File: src/rtl/mem_arbiter_pkg.sv
// Shared types and defaults for the I/D memory arbiter: FSM states, grant IDs and tie-break helper.
package mem_arb_pkg;

  localparam int unsigned ADDR_W_DEF   = 16;
  localparam int unsigned DATA_W_DEF   = 16;
  localparam int unsigned MAX_WAIT_DEF = 64;

  typedef enum logic [1:0] {
    ST_IDLE    = 2'd0,
    ST_BUSY_I  = 2'd1,
    ST_BUSY_D  = 2'd2,
    ST_RELEASE = 2'd3
  } arb_state_e;

  typedef enum logic {
    GNT_I = 1'b0,
    GNT_D = 1'b1
  } grant_e;

  // With rr_en clear, D wins every tie; otherwise the port not granted last time wins.
  function automatic logic pick_d(logic i_req, logic d_req, grant_e last_grant, logic rr_en);
    return d_req & (~i_req | ~rr_en | (last_grant == GNT_I));
  endfunction

endpackage

File: src/rtl/mem_arbiter_if.sv
// Bundle of fetch-port, data-port and memory-system signals around the arbiter.
interface mem_arbiter_if import mem_arb_pkg::*; #(
  parameter int unsigned ADDR_W = ADDR_W_DEF,
  parameter int unsigned DATA_W = DATA_W_DEF
);
  logic              i_rd;
  logic [ADDR_W-1:0] i_addr;
  logic [DATA_W-1:0] i_data_out;
  logic              i_done;
  logic              i_stall;
  logic              i_hit;

  logic              d_rd;
  logic              d_wr;
  logic [ADDR_W-1:0] d_addr;
  logic [DATA_W-1:0] d_data_in;
  logic [DATA_W-1:0] d_data_out;
  logic              d_done;
  logic              d_stall;
  logic              d_hit;

  logic [ADDR_W-1:0] m_addr;
  logic [DATA_W-1:0] m_data_in;
  logic              m_rd;
  logic              m_wr;
  logic [DATA_W-1:0] m_data_out;
  logic              m_done;
  logic              m_hit;

  // Arbiter side.
  modport slave (
    input  i_rd, i_addr, d_rd, d_wr, d_addr, d_data_in, m_data_out, m_done, m_hit,
    output i_data_out, i_done, i_stall, i_hit, d_data_out, d_done, d_stall, d_hit,
           m_addr, m_data_in, m_rd, m_wr
  );

  // Requesters plus memory system.
  modport master (
    output i_rd, i_addr, d_rd, d_wr, d_addr, d_data_in, m_data_out, m_done, m_hit,
    input  i_data_out, i_done, i_stall, i_hit, d_data_out, d_done, d_stall, d_hit,
           m_addr, m_data_in, m_rd, m_wr
  );
endinterface

File: src/rtl/mem_arbiter_watchdog.sv
// Saturating busy-cycle counter; timeout_o asserts in the cycle the count reaches MAX_WAIT.
module mem_arb_watchdog #(
  parameter int unsigned MAX_WAIT = 64
) (
  input  logic clk,
  input  logic rst_n,
  input  logic clear_i,
  input  logic en_i,
  output logic timeout_o
);
  localparam int unsigned CW = $clog2(MAX_WAIT + 1);
  localparam logic [CW-1:0] LIMIT = CW'(MAX_WAIT);

  logic [CW-1:0] cnt_q;
  logic [CW-1:0] cnt_d;

  always_comb begin
    cnt_d = cnt_q;
    if (clear_i) begin
      cnt_d = '0;
    end else if (en_i && (cnt_q != LIMIT)) begin
      cnt_d = cnt_q + CW'(1);
    end
  end

  assign timeout_o = en_i & ~clear_i & (cnt_d == LIMIT);

  always_ff @(posedge clk or negedge rst_n) begin
    if (!rst_n) begin
      cnt_q <= '0;
    end else begin
      cnt_q <= cnt_d;
    end
  end
endmodule

File: src/rtl/mem_arbiter.sv
// Two-port (fetch/data) arbiter in front of a single memory system with hold registers and watchdog.
// Define ARB_ROUND_ROBIN_EN for round-robin tie-breaking; default is fixed priority with D over I.
module mem_arbiter import mem_arb_pkg::*; #(
  parameter int unsigned ADDR_W   = ADDR_W_DEF,
  parameter int unsigned DATA_W   = DATA_W_DEF,
  parameter int unsigned MAX_WAIT = MAX_WAIT_DEF
) (
  input  logic          clk,
  input  logic          rst,
  mem_arbiter_if.slave  bus,
  output logic          err
);
`ifdef ARB_ROUND_ROBIN_EN
  localparam logic RR_EN = 1'b1;
`else
  localparam logic RR_EN = 1'b0;
`endif

  arb_state_e        state_q;
  grant_e            last_grant_q;
  logic [ADDR_W-1:0] addr_q;
  logic [DATA_W-1:0] wdata_q;
  logic              rd_q;
  logic              wr_q;
  logic [DATA_W-1:0] i_data_q;
  logic [DATA_W-1:0] d_data_q;
  logic              i_done_q;
  logic              d_done_q;
  logic              i_hit_q;
  logic              d_hit_q;
  logic              err_q;

  logic i_req;
  logic d_req;
  logic grant_any;
  logic grant_d;
  logic busy;
  logic illegal;
  logic wd_timeout;

  always_comb begin
    i_req     = bus.i_rd;
    d_req     = bus.d_rd | bus.d_wr;
    grant_any = (state_q == ST_IDLE) & (i_req | d_req);
    grant_d   = pick_d(i_req, d_req, last_grant_q, RR_EN);
    busy      = (state_q == ST_BUSY_I) | (state_q == ST_BUSY_D);
    illegal   = grant_any & grant_d & bus.d_rd & bus.d_wr;
  end

  mem_arb_watchdog #(.MAX_WAIT(MAX_WAIT)) u_wd (
    .clk       (clk),
    .rst_n     (rst),
    .clear_i   (grant_any),
    .en_i      (busy),
    .timeout_o (wd_timeout)
  );

  always_ff @(posedge clk or negedge rst) begin
    if (!rst) begin
      state_q      <= ST_IDLE;
      last_grant_q <= GNT_I;
      addr_q       <= '0;
      wdata_q      <= '0;
      rd_q         <= 1'b0;
      wr_q         <= 1'b0;
      i_data_q     <= '0;
      d_data_q     <= '0;
      i_done_q     <= 1'b0;
      d_done_q     <= 1'b0;
      i_hit_q      <= 1'b0;
      d_hit_q      <= 1'b0;
      err_q        <= 1'b0;
    end else begin
      i_done_q <= 1'b0;
      d_done_q <= 1'b0;
      if (illegal || (busy && wd_timeout && !bus.m_done)) begin
        err_q <= 1'b1;
      end
      unique case (state_q)
        ST_IDLE: begin
          if (grant_any) begin
            if (grant_d) begin
              state_q      <= ST_BUSY_D;
              last_grant_q <= GNT_D;
              addr_q       <= bus.d_addr;
              wdata_q      <= bus.d_data_in;
              rd_q         <= bus.d_rd;
              // Read+write together is demoted to a plain read.
              wr_q         <= bus.d_wr & ~bus.d_rd;
            end else begin
              state_q      <= ST_BUSY_I;
              last_grant_q <= GNT_I;
              addr_q       <= bus.i_addr;
              rd_q         <= 1'b1;
              wr_q         <= 1'b0;
            end
          end
        end
        ST_BUSY_I: begin
          if (bus.m_done) begin
            i_data_q <= bus.m_data_out;
            i_hit_q  <= bus.m_hit;
            i_done_q <= 1'b1;
            rd_q     <= 1'b0;
            wr_q     <= 1'b0;
            state_q  <= ST_RELEASE;
          end
        end
        ST_BUSY_D: begin
          if (bus.m_done) begin
            d_data_q <= bus.m_data_out;
            d_hit_q  <= bus.m_hit;
            d_done_q <= 1'b1;
            rd_q     <= 1'b0;
            wr_q     <= 1'b0;
            state_q  <= ST_RELEASE;
          end
        end
        ST_RELEASE: state_q <= ST_IDLE;
        default:    state_q <= ST_IDLE;
      endcase
    end
  end

  assign bus.m_addr     = addr_q;
  assign bus.m_data_in  = wdata_q;
  assign bus.m_rd       = rd_q;
  assign bus.m_wr       = wr_q;
  assign bus.i_data_out = i_data_q;
  assign bus.i_done     = i_done_q;
  assign bus.i_hit      = i_hit_q;
  assign bus.d_data_out = d_data_q;
  assign bus.d_done     = d_done_q;
  assign bus.d_hit      = d_hit_q;
  // Stall is qualified by reset so it drops in the same cycle reset is applied.
  assign bus.i_stall    = rst & i_req & ~i_done_q;
  assign bus.d_stall    = rst & d_req & ~d_done_q;
  assign err            = err_q;
endmodule

File: src/flat_wrapper.sv
// flat-port wrapper written by rule: the top's interface ports become plain ports
module mem_arbiter_flat import mem_arb_pkg::*;
#(
  parameter int unsigned ADDR_W   = ADDR_W_DEF,
  parameter int unsigned DATA_W   = DATA_W_DEF,
  parameter int unsigned MAX_WAIT = MAX_WAIT_DEF
)
  (clk, rst, err, bus_i_rd, bus_i_addr, bus_d_rd, bus_d_wr, bus_d_addr, bus_d_data_in, bus_m_data_out, bus_m_done, bus_m_hit, bus_i_data_out, bus_i_done, bus_i_stall, bus_i_hit, bus_d_data_out, bus_d_done, bus_d_stall, bus_d_hit, bus_m_addr, bus_m_data_in, bus_m_rd, bus_m_wr);
  mem_arbiter_if #(.ADDR_W(ADDR_W), .DATA_W(DATA_W)) bus_i ();
  input  logic clk;
  input  logic rst;
  output logic err;
  input wire logic [$bits(bus_i.i_rd)-1:0] bus_i_rd;
  input wire logic [$bits(bus_i.i_addr)-1:0] bus_i_addr;
  input wire logic [$bits(bus_i.d_rd)-1:0] bus_d_rd;
  input wire logic [$bits(bus_i.d_wr)-1:0] bus_d_wr;
  input wire logic [$bits(bus_i.d_addr)-1:0] bus_d_addr;
  input wire logic [$bits(bus_i.d_data_in)-1:0] bus_d_data_in;
  input wire logic [$bits(bus_i.m_data_out)-1:0] bus_m_data_out;
  input wire logic [$bits(bus_i.m_done)-1:0] bus_m_done;
  input wire logic [$bits(bus_i.m_hit)-1:0] bus_m_hit;
  output wire logic [$bits(bus_i.i_data_out)-1:0] bus_i_data_out;
  output wire logic [$bits(bus_i.i_done)-1:0] bus_i_done;
  output wire logic [$bits(bus_i.i_stall)-1:0] bus_i_stall;
  output wire logic [$bits(bus_i.i_hit)-1:0] bus_i_hit;
  output wire logic [$bits(bus_i.d_data_out)-1:0] bus_d_data_out;
  output wire logic [$bits(bus_i.d_done)-1:0] bus_d_done;
  output wire logic [$bits(bus_i.d_stall)-1:0] bus_d_stall;
  output wire logic [$bits(bus_i.d_hit)-1:0] bus_d_hit;
  output wire logic [$bits(bus_i.m_addr)-1:0] bus_m_addr;
  output wire logic [$bits(bus_i.m_data_in)-1:0] bus_m_data_in;
  output wire logic [$bits(bus_i.m_rd)-1:0] bus_m_rd;
  output wire logic [$bits(bus_i.m_wr)-1:0] bus_m_wr;
  assign bus_i.i_rd = bus_i_rd;
  assign bus_i.i_addr = bus_i_addr;
  assign bus_i.d_rd = bus_d_rd;
  assign bus_i.d_wr = bus_d_wr;
  assign bus_i.d_addr = bus_d_addr;
  assign bus_i.d_data_in = bus_d_data_in;
  assign bus_i.m_data_out = bus_m_data_out;
  assign bus_i.m_done = bus_m_done;
  assign bus_i.m_hit = bus_m_hit;
  assign bus_i_data_out = bus_i.i_data_out;
  assign bus_i_done = bus_i.i_done;
  assign bus_i_stall = bus_i.i_stall;
  assign bus_i_hit = bus_i.i_hit;
  assign bus_d_data_out = bus_i.d_data_out;
  assign bus_d_done = bus_i.d_done;
  assign bus_d_stall = bus_i.d_stall;
  assign bus_d_hit = bus_i.d_hit;
  assign bus_m_addr = bus_i.m_addr;
  assign bus_m_data_in = bus_i.m_data_in;
  assign bus_m_rd = bus_i.m_rd;
  assign bus_m_wr = bus_i.m_wr;
  mem_arbiter #(.ADDR_W(ADDR_W), .DATA_W(DATA_W), .MAX_WAIT(MAX_WAIT)) u_core (.clk(clk), .rst(rst), .bus(bus_i), .err(err));
endmodule
File: config.mk
export PLATFORM = sky130hd
export DESIGN_NAME = mem_arbiter_flat
export DESIGN_NICKNAME = d
export VERILOG_FILES = /design/src/rtl/mem_arbiter_pkg.sv /design/src/rtl/mem_arbiter_if.sv /design/src/rtl/mem_arbiter_watchdog.sv /design/src/rtl/mem_arbiter.sv /design/src/flat_wrapper.sv
export SDC_FILE = /design/constraint.sdc
export NUM_CORES = 1
export LEC_CHECK = 0
export CAP_MARGIN = 20
export CORE_UTILIZATION = 38
export DETAILED_ROUTE_END_ITERATION = 12
export MAX_ROUTING_LAYER = met4
export PLACE_DENSITY = 0.81
export SLEW_MARGIN = 20
export SYNTH_ARGS = -nofsm -noshare
export SYNTH_HDL_FRONTEND = slang
export SYNTH_SLANG_ARGS = --single-unit
File: constraint.sdc
create_clock -name clk -period 1.9 [get_ports clk]
set_input_delay 0.38 -clock clk [delete_from_list [all_inputs] [get_ports clk]]
set_output_delay 0.38 -clock clk [all_outputs]
set_load 0.01 [all_outputs]
* Yosys cells after proc, flatten, opt, wreduce, memory -nomap -nowiden *
Cells that the tools add are included.

word-level totals
  input bits = 71
  flip-flop bits (word level) = 80
  word-level logic and storage cells = 70
  output and inout bits = 73

operators by class
  reductions and logical operators = 14
  mux-type cells = 17
  eq/ne operators = 7
  $add $sub $neg = 1
  bitwise operators = 18

operators by type and width
  operator                                                count
  two-way mux 16 bit                                      1
  two-way mux 7 bit                                       2
  AND 1 bit                                               11
  two-way mux 1 bit                                       8
  AND reduction 2 bit                                     4
  adder 7 x 1 -> 7 bit (second input constant)            1
  == test 7 bit (second input constant)                   1
  inequality test 7 bit (second input constant)           1
  two-way mux 2 bit                                       3
  one-hot mux 2 bit (3 select lines)                      1
  AND reduction 3 bit                                     2
  == test 2 bit (second input constant)                   2
  inverter 1 bit                                          4
  one-hot mux 1 bit (2 select lines)                      2
  logical AND 1 bit                                       3
  bitwise OR 1 bit                                        3
  == test 2 x 1 -> 1 bit (second input constant)          1
  logical NOT 2 bit                                       1
  inequality test 2 x 1 -> 1 bit (second input constant)  1
  inequality test 2 bit (second input constant)           1
  nonzero test 2 bit                                      1
  OR reduction 2 bit                                      1
  logical NOT 1 bit                                       1
  logical OR 1 bit                                        1

* Longest topological paths before layout *
  word-level depth = 10
  depth in mapped cells = 8
  gate-level depth less buffers = 7

* Modules after synthesis *
A second synthesis with hierarchy kept.

unflattened totals
  cell total of the unflattened synthesis = 263
  area, all modules = 3455.8 um^2

modules (own cells, without submodules)
  module            area an instance (um^2)  cells each  seq. area each (um^2)  times used
  mem_arbiter       2999.1                   216         1826.8                 1
  mem_arb_watchdog  456.7                    47          175.2                  1

* Least setup slack after synthesis *
No wires, ideal clock.

  path type = register to register
  start = register u_core.state_q[0]
  end = register u_core.rd_q, in the netlist u_core.bus.m_rd
  slack = 0.139 ns
  arrival = 1.637 ns
  setup time = 0.125 ns
  required time = 1.775 ns
  stages on the path, launching flop included = 7
  period minus slack after synthesis = 1.761 ns
  buffers on the path = 0
  path through = dfrtp_1 > inv_1 > ha_1 > nor2b_1 > a31oi_1 > and2b_1 > mux2_2

between the ends
  cells in the longest elaborated chain, start to end = 4
  elaborated cells on any way between the ends = 10
  those cells by class = eq/ne: 4; mux: 1; bitwise: 1; reduce/logical: 4

ends and longest elaborated chain
  item                                                                           line               RTL
  start: declaration                                                             mem_arbiter.sv:19  arb_state_e state_q;
  start signal: assignment                                                       mem_arbiter.sv:60  state_q <= ST_IDLE;
  start signal: assignment                                                       mem_arbiter.sv:83  state_q <= ST_BUSY_D;
  start signal: assignment                                                       mem_arbiter.sv:91  state_q <= ST_BUSY_I;
  == test 2 bit, or another cell as far along                                    mem_arbiter.sv:79  unique case (state_q)
  OR reduction 2 bit (no source line) / AND 1 bit (equally long branches)        -
  inequality test 2 x 1 -> 1 bit (no source line), or another cell as far along  -
  AND reduction 3 bit (no source line)                                           -
  end signal: assignment                                                         mem_arbiter.sv:87  rd_q <= bus.d_rd;
  end: declaration                                                               mem_arbiter.sv:23  logic rd_q;

Parallel ways exist; a longest one is shown, timed or not.
A chain may end at the register's enable or synchronous reset.

* Final worst setup path *
  start = input port bus_d_wr
  end = output port bus_d_stall

between the ends
  cells in the longest elaborated chain, start to end = 3

ends and longest elaborated chain
  item                     line                RTL
  start: declaration       flat_wrapper.sv:16  input wire logic [$bits(bus_i.d_wr)-1:0] bus_d_wr;
  bitwise OR 1 bit         mem_arbiter.sv:43   d_req = bus.d_rd | bus.d_wr;
  AND 1 bit (2 in series)  mem_arbiter.sv:137  assign bus.d_stall = rst & d_req & ~d_done_q;
  end: declaration         flat_wrapper.sv:28  output wire logic [$bits(bus_i.d_stall)-1:0] bus_d_stall;

No other way between the ends.

==> results.py <==
metrics = {
    "run_status": {
        "run_status": "finished, final reports clean",
    },
    "logic_synthesis": {
        "synth_top_flop_cell": "sky130_fd_sc_hd__dfrtp_1",
        "ys_types": 35,
        "synthesis.yosys.warnings": 0,
        "syn_inst": 262,
        "number_of_enable_type_register_cells_in_the_synthesized_netlist": 0,
        "synth_area_per_cell_um2": 13.0,
        "synthMostInstantiatedCell": "sky130_fd_sc_hd__dfrtp_1",
        "synth.yosys.seq_area_share": 0.588,
        "ys_top_cells_by_area": "sky130_fd_sc_hd__dfrtp_1 (59%), sky130_fd_sc_hd__mux2_2 (17%), sky130_fd_sc_hd__mux2i_1 (5.3%), sky130_fd_sc_hd__o21ai_0 (3.1%), sky130_fd_sc_hd__ha_1 (2.6%)",
        "postSynthNetCount": 340,
        "ys_async_sr_fraction": 1.00,
        "synth_largest_area_cell": "sky130_fd_sc_hd__dfrtp_1",
        "synthesis.area_um2": 3410,
        "synth_top_area_frac": 0.588,
        "top_post_synthesis_cells_by_count": "sky130_fd_sc_hd__dfrtp_1 (80), sky130_fd_sc_hd__mux2_2 (51), sky130_fd_sc_hd__nand2_1 (21), sky130_fd_sc_hd__o21ai_0 (21), sky130_fd_sc_hd__mux2i_1 (18)",
        "postSynthRegisterBits": 80,
    },
    "worst_hold_path": {
        "worst_hold_path_type": "in2async",
    },
    "setup_path": {
        "path_cells": "clkdlybuf4s50_1 > nor2_2 > nor3b_2 > dlygate4sd2_1",
        "cp.required_ns": 1.52,
        "crit_type": "in2out",
        "slowest_delay_ns": 0.51,
        "cp_max_fo": 2,
        "cp-start-kind": "input pin",
        "worstSetupEndpointType": "output port",
        "worst-endpoint-arrival_ns": 1.45,
        "worst_path_max_delay_cell": "sky130_fd_sc_hd__clkdlybuf4s50_1",
    },
    "clock_network": {
        "ctsResizeCount": 4,
        "post_cts_buffers": 0,
        "clk_tree_root_cell": "sky130_fd_sc_hd__clkbuf_8",
        "cts_hold_buf": 0,
        "number_of_buffers_inserted_during_clock_tree_synthesis": 9,
        "cts_tree": "done",
        "clock_insertion_delay_worst_skew_ns": 0.34,
        "cts.sink_count": 80,
        "clk_pin_slew_ns": 0.08,
        "clock_path_buffers": 2,
        "htree_levels": 3,
    },
    "final_layout": {
        "fraction_of_layout_instances_using_a_drive_strength_above_1": 0.216,
        "regArea_um2": 2000,
        "layout.filler_cells": 704,
        "antennaDiodeCount": 0,
        "area_taken_by_multi_input_logic_gates_um2": 1350,
        "finish.cell_count_without_fillers": 534,
        "synthToLayoutAreaGrowth_pct": 57.3,
        "nets": 500,
        "layout.cell_area.non_filler_um2": 5360,
    },
    "detailed_routing": {
        "totalWireLength_mm": 7.91,
        "vias_per_cell": 4.85,
        "routed_wire_length_per_instance_um": 14.8,
        "initialDrtViolationCount": 66,
        "detail_route_antenna_nets": 0,
        "detailroute.via_count": 2590,
        "detailedRoute.firstPassIterationCount": 4,
        "dr_drc_count": 0,
    },
    "sta": {
        "rsz_0062_raised_after_global_routing": "no",
        "report.final.hold_viol_count": 0,
        "timing.hold.ws_ns": 0.0890,
        "fin_worst_skew_ns": 0.00970,
        "timing.max_slew.rel_slack": 0.597,
        "setup_slack_ns": 0.0698,
        "post-route-period-util": 0.963,
        "finalMaxSlewViolations": 0,
        "highest_clock_rate_mhz": 546,
        "setup_violations": 0,
        "worstMarginPinSlew_ns": 0.604,
        "fin_crit_ns": 1.83,
    },
    "global_routing": {
        "globalRouteTotalUtil": 0.181,
        "grt_antenna_before_repair": 0,
        "first_global_vias": 2800,
        "grt_pass1_wl_mm": 13.2,
        "pin_count_of_the_biggest_net_entering_global_routing": 49,
        "grt.overflow.total": 0,
    },
    "placed_design": {
        "place_ws_ns": -0.316,
        "place_congestion": 0.848,
        "post_dp_cell_area_um2": 5100,
        "post-dp-hpwl_mm": 5.90,
        "placedCellCount": 519,
        "portBuffers": 143,
    },
    "die": {
        "io-pin-count": 144,
        "initial_core_util": 0.391,
        "chipHeight_um": 96.7,
        "fp.coreArea_um2": 8720,
        "die-area_um2": 9350,
        "die_w_um": 96.7,
        "row_count": 34,
    },
    "power": {
        "power.leakage_nw": 2.30,
        "power.density_nw_per_um2": 1600,
        "power.ir.vdd_worst_uv": 908,
        "fin_total_pwr_mw": 8.57,
    },
    "run": {
        "maxCapViolCount": 0,
    },
}
[placed cells by master, fill, tap and decap left out, drive strengths merged, types with 9 or more instances in the layout]
cell | synthesis | final
clkdlybuf4s50 | 0 | 140
dfrtp | 80 | 80
mux2 | 51 | 51
o21ai | 24 | 24
nand2 | 21 | 21
mux2i | 18 | 18
buf | 6 | 16
inv | 10 | 11
clkbuf | 3 | 10
nor2 | 9 | 9
[sequential cells by signal, summed over array words and instances, names as in the netlist]
| name | flops |
|---|---|
| u_core.bus.m_addr | 16 |
| u_core.bus.i_hit | 1 |
| u_core.bus.m_wr | 1 |
| u_core.state_q | 2 |
| u_core.bus.d_data_out | 16 |
| u_core.bus.d_done | 1 |
| u_core.bus.m_data_in | 16 |
| u_core.err | 1 |
| u_core.u_wd.cnt_q | 7 |
| u_core.bus.i_done | 1 |
| u_core.bus.d_hit | 1 |
| u_core.bus.m_rd | 1 |
| u_core.bus.i_data_out | 16 |
[metrics by stage]
step / TNS [ns] / utilization
floorplan: 0 / -
global placement: -0.392 / 0.585
detailed placement: -0.473 / 0.585
CTS: 0 / 0.613
global route: 0 / 0.614
finish: 0 / 0.614
[per-layer routing]
| metal | wire length [um] | track usage | vias to the layer above |
|---|---|---|---|
| li1 | - | - | 1235 |
| met1 | 3410 | 0.219 | 1265 |
| met2 | 3930 | 0.292 | 83 |
| met3 | 489 | 0.0520 | 7 |
| met4 | 83 | 0.0597 | 0 |
| met5 | 0 | - | - |
[final timing paths]
check / startpoint / endpoint / slack [ns] / cells past startpoint
min in group clk: u_core.bus.m_addr[15]$_DFFE_PN0P_ / u_core.bus.m_addr[15]$_DFFE_PN0P_ / 0.49 / 2
max reg2reg: u_core.state_q[1]$_DFFE_PN0P_ / u_core.bus.m_rd$_DFFE_PN0P_ / 0.11 / 6
max: bus_d_wr / bus_d_stall / 0.07 / 4
min: rst / u_core.bus.m_addr[1]$_DFFE_PN0P_ / 0.09 / 2
min reg2reg: u_core.bus.m_addr[15]$_DFFE_PN0P_ / u_core.bus.m_addr[15]$_DFFE_PN0P_ / 0.49 / 2
max in group asynchronous: rst / u_core.bus.i_data_out[11]$_DFFE_PN0P_ / 1.32 / 2
[final cells by class]
type | instances | area share
sequential | 80 | 0.374
timing repair buffer | 158 | 0.297
multi-input combinational | 163 | 0.252
clock buffer | 10 | 0.0257
tap | 108 | 0.0252
clock inverter | 5 | 0.0194
inverter | 10 | 0.00701
[cell families (layout without fill, tap and decap cells)]
group	after synthesis	after routing	share of synthesized area
flip-flops	80	80	0.588
AO/OA/AOI/OAI	37	37	0.0650
adder cells (fa/ha/maj)	7	7	0.0257
XOR/XNOR	4	4	0.0103
buffers and inverters	19	183	0.0250
AND/OR/NAND/NOR	46	46	0.0650
multiplexers	69	69	0.221
[worst max-delay path, delay by kind of cell]
kind	cells	cell delay, ns
buffers and inverters	2	0.80
AND/OR/NAND/NOR	2	0.27
[power breakdown]
part | leakage [nW] | internal (mW) | total (mW) | switching (mW)
sequential | 0.969 | 2.51 | 2.95 | 0.438
clock | 0.123 | 0.904 | 1.51 | 0.605
combinational | 1.21 | 2.49 | 4.11 | 1.62
(Power assumes the default switching activity.)
